==> config.mk <==
export PLATFORM = sky130hd
export DESIGN_NAME = cam_dvp_capture
export DESIGN_NICKNAME = d
export VERILOG_FILES = /design/src/rtl/cam_pkg.sv /design/src/rtl/sync_ff.sv /design/src/rtl/cam_dvp_capture.sv
export SDC_FILE = /design/constraint.sdc
export NUM_CORES = 1
export LEC_CHECK = 0
export CORE_MARGIN = 3
export CORE_UTILIZATION = 56
export CTS_BUF_LIST = sky130_fd_sc_hd__clkbuf_8
export CTS_CLUSTER_DIAMETER = 100
export DETAILED_ROUTE_END_ITERATION = 7
export GPL_TIMING_DRIVEN = 1
export PLACE_DENSITY_LB_ADDON = 0.15
export SYNTH_ARGS = -nofsm -noshare
export SYNTH_HDL_FRONTEND = slang
export SYNTH_HIERARCHICAL = 1
export SYNTH_SLANG_ARGS = --single-unit
==> constraint.sdc <==
create_clock -name clk -period 2.7 [get_ports clk]
set_input_delay 0.81 -clock clk [delete_from_list [all_inputs] [get_ports clk]]
set_output_delay 0.81 -clock clk [all_outputs]
set_load 0.01 [all_outputs]
==> src/rtl/cam_pkg.sv <==
// cam_pkg: shared FSM states and RGB565 field layout for the camera capture path
package cam_pkg;
  typedef enum logic [1:0] {IDLE = 2'd0, WAIT_VS = 2'd1, ACTIVE = 2'd2} state_t;
  localparam int R_LSB = 11;
  localparam int R_W   = 5;
  localparam int G_LSB = 5;
  localparam int G_W   = 6;
  localparam int B_LSB = 0;
  localparam int B_W   = 5;
  function automatic logic [15:0] rgb565(input logic [R_W-1:0] r, input logic [G_W-1:0] g, input logic [B_W-1:0] b);
    logic [15:0] p;
    p = '0;
    p[R_LSB +: R_W] = r;
    p[G_LSB +: G_W] = g;
    p[B_LSB +: B_W] = b;
    return p;
  endfunction
endpackage

==> src/rtl/sync_ff.sv <==
// sync_ff: async-clear multi-flop synchronizer chain for a bus of asynchronous inputs
module sync_ff #(
  parameter int WIDTH  = 1,
  parameter int STAGES = 2
) (
  input  logic             clk,
  input  logic             reset_n,
  input  logic [WIDTH-1:0] d_i,
  output logic [WIDTH-1:0] q_o
);
  logic [WIDTH-1:0] chain_q [STAGES];
  // shift every bit through STAGES flops; reset clears the whole chain
  always_ff @(posedge clk or negedge reset_n)
    if (!reset_n) begin
      for (int i = 0; i < STAGES; i++) chain_q[i] <= '0;
    end else begin
      chain_q[0] <= d_i;
      for (int i = 1; i < STAGES; i++) chain_q[i] <= chain_q[i-1];
    end
  assign q_o = chain_q[STAGES-1];
endmodule

==> src/rtl/cam_dvp_capture.sv <==
// cam_dvp_capture: oversampled DVP byte capture, RGB565 pairing and valid/ready pixel output
module cam_dvp_capture
  import cam_pkg::*;
#(
  parameter int SYNC_STAGES = 2,
  parameter int LINE_PIX    = 640,
  parameter int CNT_W       = 16
) (
  input  logic             clk,
  input  logic             reset_n,
  input  logic             capture_en,
  input  logic             cam_pclk,
  input  logic             cam_vsync,
  input  logic             cam_hsync,
  input  logic [7:0]       cam_data,
  input  logic             img_ready,
  output logic             img_valid,
  output logic [15:0]      img_data,
  output logic             img_sync,
  output logic [CNT_W-1:0] frame_count,
  output logic [CNT_W-1:0] drop_count,
  output logic             line_err
);
  logic             pclk_s, vs_s, hs_s;
  logic [7:0]       data_s;
  logic             pclk_prev_q, vs_prev_q, hs_prev_q;
  state_t           state_q;
  logic             phase_q, first_q, err_q;
  logic [7:0]       hi_q;
  logic [15:0]      pix_cnt_q;
  logic [CNT_W-1:0] frame_q, drop_q, drop_d;
  logic             valid_q, valid_d, sync_q;
  logic [15:0]      data_q;
  logic             pclk_rise, vs_rise, vs_fall, hs_fall, form, load;
  sync_ff #(.WIDTH(11), .STAGES(SYNC_STAGES)) u_sync (
    .clk     (clk),
    .reset_n (reset_n),
    .d_i     ({cam_pclk, cam_vsync, cam_hsync, cam_data}),
    .q_o     ({pclk_s, vs_s, hs_s, data_s})
  );
  assign pclk_rise = pclk_s & ~pclk_prev_q;
  assign vs_rise   = vs_s & ~vs_prev_q;
  assign vs_fall   = ~vs_s & vs_prev_q;
  assign hs_fall   = ~hs_s & hs_prev_q;
  // a frame-ending vsync rise wins over a byte arriving in the same cycle
  assign form      = (state_q == ACTIVE) & ~vs_rise & pclk_rise & hs_s & phase_q;
  assign load      = form & (~valid_q | img_ready);
  // output slot and drop counter next state
  always_comb begin
    valid_d = load | (valid_q & ~img_ready);
    drop_d  = (form & ~load & (drop_q != '1)) ? drop_q + 1'b1 : drop_q;
  end
  // edge history, frame FSM, byte pairing, line checks and frame counter
  always_ff @(posedge clk or negedge reset_n)
    if (!reset_n) begin
      pclk_prev_q <= 1'b0;
      vs_prev_q   <= 1'b0;
      hs_prev_q   <= 1'b0;
      state_q     <= IDLE;
      phase_q     <= 1'b0;
      first_q     <= 1'b0;
      err_q       <= 1'b0;
      hi_q        <= '0;
      pix_cnt_q   <= '0;
      frame_q     <= '0;
    end else begin
      pclk_prev_q <= pclk_s;
      vs_prev_q   <= vs_s;
      hs_prev_q   <= hs_s;
      case (state_q)
        IDLE: if (vs_rise) state_q <= WAIT_VS;
        WAIT_VS: if (vs_fall && capture_en) begin
          state_q   <= ACTIVE;
          phase_q   <= 1'b0;
          pix_cnt_q <= '0;
          first_q   <= 1'b1;
        end
        ACTIVE: if (vs_rise) begin
          state_q   <= capture_en ? WAIT_VS : IDLE;
          frame_q   <= frame_q + 1'b1;
          phase_q   <= 1'b0;
          pix_cnt_q <= '0;
        end else if (hs_fall) begin
          if (phase_q || pix_cnt_q != 16'(LINE_PIX)) err_q <= 1'b1;
          phase_q   <= 1'b0;
          pix_cnt_q <= '0;
        end else if (pclk_rise && hs_s) begin
          if (!phase_q) hi_q <= data_s;
          else pix_cnt_q <= pix_cnt_q + 16'd1;
          phase_q <= ~phase_q;
        end
        default: state_q <= IDLE;
      endcase
      if (load) first_q <= 1'b0;
    end
  // single-entry output register; a held pixel is never overwritten
  always_ff @(posedge clk or negedge reset_n)
    if (!reset_n) begin
      valid_q <= 1'b0;
      sync_q  <= 1'b0;
      data_q  <= '0;
      drop_q  <= '0;
    end else begin
      valid_q <= valid_d;
      drop_q  <= drop_d;
      if (load) begin
        data_q <= rgb565(hi_q[7:3], {hi_q[2:0], data_s[7:5]}, data_s[4:0]);
        sync_q <= first_q;
      end
    end
  assign img_valid   = valid_q;
  assign img_data    = data_q;
  assign img_sync    = sync_q;
  assign frame_count = frame_q;
  assign drop_count  = drop_q;
  assign line_err    = err_q;
endmodule

# Word level (Yosys, flattened, before mapping)
# Index checks and enable logic that the tools add are counted.
# word_totals
output_inout_bits	51
n_memories	0
ram_bits	0
latch_bits	0
rom_bits	0
wordCells	85
ff_bits	104
# op_classes
n_mux	19
multipliers	0
div_mod_pow	0
addsub	3
bitwise_logic	24
n_shift	0
order_cmp	0
n_eq_ne	9
reduce_logical	14
# op_table
operator	count
$mux 16	5
$add 16x1->16 const B	3
$pmux 16 s2	1
$ne 16x10->1 const B	1
$ne 16x16->1 const B	1
$and 1x1->1	12
$not 1->1	10
$mux 1	8
$reduce_and 4->1	2
$mux 2	3
$ne 2x2->1 const B	3
$pmux 2 s3	1
$reduce_and 3->1	2
$reduce_bool 2->1	3
$reduce_and 5->1	1
$ne 4x3->1 const B	1
$ne 4x4->1 const B	1
$reduce_and 2->1	2
$eq 2x1->1 const B	1
$eq 2x2->1 const B	1
$logic_and 1x1->1	2
$logic_not 2->1	1
$or 1x1->1	2
$pmux 1 s2	1
$logic_or 1x1->1	1

# Longest topological paths before layout
# Gate-level depths: netlist of the first run.
# logic_depth
depth_word	11
mapped_depth	8
ltp_nobuf	7

# Cells and area by module
# The synthesis of the first run kept the hierarchy.
# modules_own_cells
mod	seq_area_each_um2	area_per_inst_um2	cells_each	n_inst
cam_dvp_capture	2052.0	3797.4	360	1
sync_ff	550.5	633.1	33	1

# Least setup slack after synthesis of the first run
# No wires, ideal clock.
# synth_path
path_kind	input port to flip-flop
from	in capture_en
to	reg pix_cnt_q[5]
setup_ns	0.130
cell_stages	5
t_arrival_ns	1.975
path_slack_ns	0.595
cell_sequence	nand3b_1 > a21o_2 > or4_4 > xor2_1 > nor2_2
# synth_between
elab_chain_cells	3
# synth_lines
element	line_no	text
from (decl)	cam_dvp_capture.sv:11	input logic capture_en,
$logic_and 1x1->1	cam_dvp_capture.sv:72	WAIT_VS: if (vs_fall && capture_en) begin
$ne 2x2->1 (no source line)	-	
$reduce_and 4->1 (no source line)	-	
to (signal assigned)	cam_dvp_capture.sv:89	else pix_cnt_q <= pix_cnt_q + 16'd1;
to (decl)	cam_dvp_capture.sv:30	logic [15:0] pix_cnt_q;
# Every way passes these cells.
# A chain may end at the register's enable or synchronous reset.

# Worst setup path after layout of the first run
# layout_path
from	in capture_en
to	reg pix_cnt_q[15]
# Same word-level chain as after synthesis.

==> impl_metrics.csv, run 1 <==
group,metric,value,unit
die,fp.dieH,94.9,microns
die,core,7450,sq um
yosys,synth_edf_count,0,
timing,final.min_clock_period,2.26,ns
timing,max_slew.worst_pin.slew,0.558,ns
timing,relSlewSlack,62.5,%
clock_network,clock_path_buffers,2,
yosys,synthDistinctLibCells,50,
yosys,post_synth_inst_count,393,
yosys,seq_area_frac_synth,58.7,%
timing,rsz0062_at_grt,"no",
yosys,top_area_cells_in_the_synthesized_netlist,"sky130_fd_sc_hd__dfrtp_1 (59%), sky130_fd_sc_hd__nand2_1 (6.3%), sky130_fd_sc_hd__xnor2_1 (4.9%)",
placed_design,instance_area_at_placement,5150,sq um
placed_design,dp_hpwl,6160,microns
routing,drt-pass1-iter-count,4,
clock_network,cts-buffers-inserted,9,
power,power_leakage,2.44,nW
hold_path,whs_path_depth,0,
power,ir_worst_vdd,430,uV
yosys,synth.mux.area_fraction,2.80,%
setup_path,crit-reg2reg-launch,"state_q[0]$_DFFE_PN0P_",
timing,max_freq,442,MHz
routing,via_count,3061,
yosys,number_of_storage_elements_in_the_synthesis_netlist,104,
routing,avgRoutedWirePerCell,14.8,microns
setup_path,worst-endpoint-required,2.95,ns
die,fp.dieArea,9010,sq um
hold_path,worstHoldEndpoint,"u_sync/q_o[4]$_DFF_PN0_",
global_route,antenna_found_initial,0,
yosys,average_footprint_of_a_synthesized_cell,11.3,sq um
setup_path,cp_slowest_cell,"sky130_fd_sc_hd__clkdlybuf4s50_1",
yosys,yosys_warnings,6,
finish,most_common_library_cell_in_the_layout_ignoring_fill_and_taps,"sky130_fd_sc_hd__dfrtp_1",
finish,num-nets-final,485,
timing,fin_skew,0.0109,ns
routing,routed_wirelength,8380,microns
placed_design,place.port_buffers,65,
die,die_width,94.9,microns
timing,hold_viol,0,
global_route,wire_length_of_the_first_global_routing_pass,14300,microns
finish,antennaDiodeCount,0,
clock_network,cts-root-buf,"sky130_fd_sc_hd__clkbuf_8",
clock_network,ctsHtreeMaxLevel,3,
hold_path,timing.hold.worst.start,"u_sync/chain_q[15]$_DFF_PN0_",
finish,drive_above_1_share,11.6,%
clock_network,cts.sink_count,104,
yosys,largest_family_of_logic_cells_by_synthesized_area,"simple AND/OR/NAND/NOR gates",
clock_network,postCtsHoldBufs,0,
global_route,track_usage,20.5,%
setup_path,crit_path_max_incr_delay,0.50,ns
timing,hold-worst-slack,0.355,ns
setup_path,setup.reg_to_reg.worst_slack,0.68,ns
global_route,globalRoute.totalOverflow,0,
timing,timing.final.setup_violations,0,
timing,final.period_utilization,83.8,%
die,io_pins,66,
timing,maxSlewViolCount,0,
yosys,ys_async_rst_share,100,%
die,number_of_cell_rows,31,
setup_path,crit_path_cell_trace,"clkdlybuf4s50_1, nand3b_1, buf_4, a2111oi_4, nand4_1, xor2_1, nor2_1",
routing,vias_per_cell,5.41,
yosys,synth-adder-area-share,2.26,%
yosys,top_reg_cell_synth,"sky130_fd_sc_hd__dfrtp_1",
clock_network,tritoncts_clock_tree,"yes",
yosys,yosys.area_share.simple,21.0,%
timing,setup_total_negative_slack,0,ns
die,initial_utilization,59.5,%
setup_path,critPathKind,"in2reg",
hold_path,min_path_type,"reg2reg",
yosys,synth_largest_area_cell,"sky130_fd_sc_hd__dfrtp_1",
clock_network,worst_skew_pair.late_latency,0.36,ns
setup_path,worstReg2RegEnd,"frame_count[9]$_DFFE_PN0P_",
clock_network,cts_resized,0,
setup_path,critPathLaunchType,"input pin",
status,status,"finished clean",
finish,synthesis_to_finish_area_growth,20.6,%
flow_run,drv.max_cap_violation_count,0,
yosys,synth-compound-area-share,3.56,%
placed_design,place_congestion,0.853,
clock_network,postCtsSetupRepairBufs,0,
yosys,mappedNetlistNets,416,
setup_path,worst_ep_arrival_time,2.52,ns
yosys,post-synth-top-area-fraction,58.7,%
finish,layout.cell_area.non_filler,5340,sq um
setup_path,worstSetupEndpointType,"flip-flop",
yosys,cell_area_after_synthesis,4430,sq um
setup_path,worstRegToRegCells,6,
global_route,grt_start_max_net_pins,40,
yosys,synth-xor-area-share,7.91,%
setup_path,largest_fanout_of_any_net_on_the_critical_path,5,
power,power_density,618,nW/um^2
clock_network,clk_pin_slew_worst_paths,0.10,ns
routing,route.detailed.drc,0,
routing,postRouteAntennaNets,0,
setup_path,worstSetupStartpoint,"capture_en",
routing,first_iter_violations,102,
finish,layout_common_cells,"sky130_fd_sc_hd__dfrtp_1 (104), sky130_fd_sc_hd__nand2_1 (74), sky130_fd_sc_hd__clkdlybuf4s50_1 (64), sky130_fd_sc_hd__nor2_1 (27), sky130_fd_sc_hd__xnor2_1 (25)",
global_route,grt_pass1_vias,3088,
==> metal layers <==
metal | vias to the layer above | wire length [microns] | GRT usage (%)
met5 | - | 0 | 0
met4 | 0 | 93 | 5.05
met3 | 8 | 410 | 6.29
met2 | 77 | 4230 | 33.9
met1 | 1515 | 3650 | 26.5
li1 | 1461 | - | -
==> cells by family after synthesis <==
logic type / after synthesis
simple gates: 182
flops: 104
xor+xnor: 40
buf+inv: 27
compound gates: 21
mux: 11
fa+ha+maj: 8
==> area by class of cell <==
cell class	instances	area, sq um
fill	557	2100
timing repair buffer	77	738
clock buffer	9	124
sequential	104	2600
inverter	8	30.0
tap	99	124
multi-input combinational	262	1660
clock inverter	7	63.8
==> critical path, delay by kind of cell <==
| family | cells | cell delay (ns) |
|---|---|---|
| and+or+nand+nor | 3 | 0.37 |
| xor gates and xnor gates | 1 | 0.17 |
| AOI/OAI and AO/OA | 1 | 0.47 |
| buffers and inverters | 2 | 0.69 |
==> how the worst max path moves through the flow <==
stage                                endpoint  slack, ns  depth (start not counted)
finish              pix_cnt_q[15]$_DFFE_PN0P_       0.44                          7
global route                   drop_count[12]       0.38                          1
CTS                             drop_count[4]       0.46                          1
detailed placement   pix_cnt_q[9]$_DFFE_PN0P_       0.08                          7
global placement    pix_cnt_q[15]$_DFFE_PN0P_       0.15                          7
floorplan            pix_cnt_q[5]$_DFFE_PN0P_       0.60                          5
==> synth_stat cells, drive strengths merged (2+ instances only) <==
cell type / n
nand3: 19
nand4: 16
a21oi: 6
and3b: 2
ha: 8
nand2: 74
nor4b: 2
nor2b: 2
a22o: 2
dfrtp: 104
and4: 7
nor4: 4
nand2b: 4
xnor2: 25
a21o: 2
xor2: 15
nor3: 9
buf: 16
clkbuf: 2
o21ai: 5
and3: 4
nor2: 28
nor3b: 2
inv: 7
or4: 2
mux2: 11
==> metrics by stage <==
| step | setup WS, ns | utilization (%) | power, mW | cells |
|---|---|---|---|---|
| after floorplan | 0.595 | - | 2.21 | 393 |
| after global placement | 0.148 | 69.2 | 2.41 | 550 |
| after detailed placement | 0.0751 | 69.2 | 2.44 | 550 |
| after CTS | 0.455 | 71.7 | 3.35 | 566 |
| after global routing | 0.385 | 71.7 | 3.50 | 566 |
| final | 0.436 | 71.7 | 3.30 | 566 |
==> registers in the layout (all words and copies together) (netlist names) <==
name,cells
img_data,16
pix_cnt_q,16
u_sync/chain_q,11
drop_count,16
state_q,2
phase_q,1
hs_prev_q,1
vs_prev_q,1
img_sync,1
first_q,1
u_sync/q_o,11
hi_q,8
line_err,1
frame_count,16
img_valid,1
pclk_prev_q,1
==> power by group <==
group | switching (mW) | leakage (nW) | internal, mW
Combinational | 0.361 | 0.975 | 0.275
Sequential | 0.0945 | 1.37 | 1.68
Clock | 0.540 | 0.0895 | 0.352
Total | 0.996 | 2.44 | 2.30
(Power assumes the default switching activity.)
==> run 2, diff against run 1 <==
Clock period 2.7 ns to 2.1 ns, I/O delays scaled along.
==> run 2 against run 1 <==
Sequential power is 29% higher. Core utilization up 1.3 points. Clock power grew 32%. Largest cell class unchanged. Clock skew shrank 0.0028 ns. Sequential share of layout area is 0.80 points lower. Via count rose by 1.4%. First-iteration DRC count up 61%. Global-route usage grew 0.75 points. Critical path type is now reg2out. Combinational power is 44% higher.
==> impl_metrics.csv, run 2 (synthesis results as in run 1) <==
group,metric,value,unit
setup_path,crit-reg2reg-launch,"state_q[0]$_DFFE_PN0P_",
finish,synthesis_to_finish_area_growth,22.8,%
setup_path,critPathLaunchType,"flip-flop",
setup_path,worstSetupEndpointType,"output pin",
timing,max_slew.worst_pin.slew,0.589,ns
global_route,antenna_found_initial,0,
placed_design,place_congestion,0.879,
placed_design,dp_hpwl,6290,microns
die,core,7450,sq um
finish,layout.cell_area.non_filler,5440,sq um
clock_network,postCtsHoldBufs,0,
clock_network,tritoncts_clock_tree,"yes",
setup_path,worst-endpoint-required,1.47,ns
die,initial_utilization,59.5,%
finish,fillerInstances,546,
placed_design,dp_worst_setup_slack,-0.292,ns
setup_path,crit_path_cell_trace,"clkdlybuf4s50_1",
global_route,grt_pass1_vias,3152,
routing,vias_per_cell,5.40,
power,power_density,805,nW/um^2
timing,timing.final.setup_violations,0,
clock_network,cts-root-buf,"sky130_fd_sc_hd__clkbuf_8",
global_route,grt_start_max_net_pins,32,
clock_network,postCtsSetupRepairBufs,0,
global_route,track_usage,21.3,%
global_route,globalRoute.totalOverflow,0,
flow_run,drv.max_cap_violation_count,0,
clock_network,cts-buffers-inserted,9,
clock_network,ctsHtreeMaxLevel,3,
timing,maxSlewViolCount,0,
global_route,wire_length_of_the_first_global_routing_pass,14900,microns
clock_network,worst_skew_pair.late_latency,0.36,ns
timing,max_freq,494,MHz
setup_path,setup.reg_to_reg.worst_slack,0.13,ns
clock_network,cts.sink_count,104,
placed_design,instance_area_at_placement,5250,sq um
die,io_pins,66,
power,ir_worst_vdd,438,uV
finish,postLayoutCoreUtil,73.1,%
die,fp.dieH,94.9,microns
die,die_width,94.9,microns
power,power_leakage,2.49,nW
clock_network,clock_path_buffers,2,
setup_path,timing.critical_path.max_delay_family,"buffers and inverters",
die,fp.dieArea,9010,sq um
finish,drive_above_1_share,13.9,%
timing,fin_skew,0.00806,ns
setup_path,worstRegToRegCells,6,
timing,hold_viol,0,
finish,antennaDiodeCount,0,
routing,first_iter_violations,164,
finish,most_common_library_cell_in_the_layout_ignoring_fill_and_taps,"sky130_fd_sc_hd__dfrtp_1",
placed_design,place.port_buffers,65,
setup_path,cp_slowest_cell,"sky130_fd_sc_hd__clkdlybuf4s50_1",
timing,final.min_clock_period,2.02,ns
timing,final.period_utilization,96.4,%
finish,layout_common_cells,"sky130_fd_sc_hd__dfrtp_1 (101), sky130_fd_sc_hd__nand2_1 (74), sky130_fd_sc_hd__clkdlybuf4s50_1 (64), sky130_fd_sc_hd__nor2_1 (27), sky130_fd_sc_hd__xnor2_1 (25)",
routing,avgRoutedWirePerCell,14.9,microns
clock_network,clk_pin_slew_worst_paths,0.11,ns
setup_path,worst_ep_arrival_time,1.39,ns
finish,num-nets-final,494,
setup_path,cp_num_buf_inv,1,
routing,drt-pass1-iter-count,4,
die,number_of_cell_rows,31,
setup_path,crit_path_max_incr_delay,0.58,ns
setup_path,critPathKind,"reg2out",
setup_path,largest_fanout_of_any_net_on_the_critical_path,6,
timing,final_critical_path_setup_slack,0.0760,ns
hold_path,min_path_type,"in2async",
setup_path,worstReg2RegEnd,"frame_count[9]$_DFFE_PN0P_",
timing,rsz0062_at_grt,"yes",
routing,via_count,3103,
routing,routed_wirelength,8590,microns
routing,route.detailed.drc,0,
status,status,"finished clean",
routing,postRouteAntennaNets,0,
timing,relSlewSlack,60.3,%
run 2: cell types whose count changed in the layout (fill, tap and decap cells not counted), sizes merged:
cell      before  now
inv            9   10
buf           13   22
clkinvlp       2    1
run 2: final cells by class:
type / instances / area, sq um / area share [%]
clock inverter: 7 / 65.1 / 1.20
multi-input combinational: 262 / 1660 / 30.5
timing repair buffer: 86 / 831 / 15.3
inverter: 8 / 30.0 / 0.552
tap: 99 / 124 / 2.28
sequential: 104 / 2610 / 47.9
clock buffer: 9 / 124 / 2.28
run 2: repair_timing:
| action | CTS | global route |
|---|---|---|
| gates resized for setup | 0 | 3 |
| endpoints found under the setup margin | 0 | 7 |
| endpoints found under the hold margin | 0 | 0 |
run 2: worst register-to-register path, delay by kind of cell, from the launching register on:
kind	cells	cell delay, ns
xor gates and xnor gates	1	0.14
buffers and inverters	1	0.11
and+or+nand+nor	3	0.95
DFF	1	0.44
adders and majority gates	1	0.23
run 2: metal layers:
layer / wire length, microns / track usage (%) / share of wire (%) / vias to the layer above
met5: 0 / 0 / 0 / -
li1: - / - / - / 1482
met1: 3870 / 29.4 / 45 / 1533
met4: 85 / 5.77 / 0.99 / 0
met3: 368 / 4.78 / 4.3 / 8
met2: 4280 / 34.1 / 50 / 80
run 2: worst max-delay path by stage:
stage | start | endpoint | slack, ns | cells past startpoint
2_1_floorplan | state_q[1]$_DFFE_PN0P_ | pix_cnt_q[5]$_DFFE_PN0P_ | 0.1 | 7
3_3_place_gp | capture_en | pix_cnt_q[15]$_DFFE_PN0P_ | -0.24 | 7
3_5_place_dp | capture_en | pix_cnt_q[9]$_DFFE_PN0P_ | -0.29 | 7
4_1_cts | frame_count[4]$_DFFE_PN0P_ | frame_count[4] | 0.05 | 1
5_1_grt | capture_en | pix_cnt_q[15]$_DFFE_PN0P_ | -0.003 | 7
6_report | frame_count[2]$_DFFE_PN0P_ | frame_count[2] | 0.08 | 1
run 2: power breakdown:
part	leakage [nW]	switching (mW)	internal (mW)	total [mW]
Clock	0.0938	0.724	0.459	1.18
Combinational	1.03	0.490	0.423	0.913
Sequential	1.37	0.130	2.16	2.29
Total	2.49	1.34	3.04	4.38
run 2: through the flow:
stage | setup TNS [ns] | hold WS (ns) | power, mW | cells
floorplan | 0 | 0.331 | 2.84 | 393
global placement | -1.98 | 0.332 | 3.19 | 559
global route | -0.00350 | 0.199 | 4.60 | 575
finish | 0 | 0.198 | 4.38 | 575
CTS | 0 | 0.194 | 4.42 | 575
detailed placement | -3.09 | 0.337 | 3.24 | 559
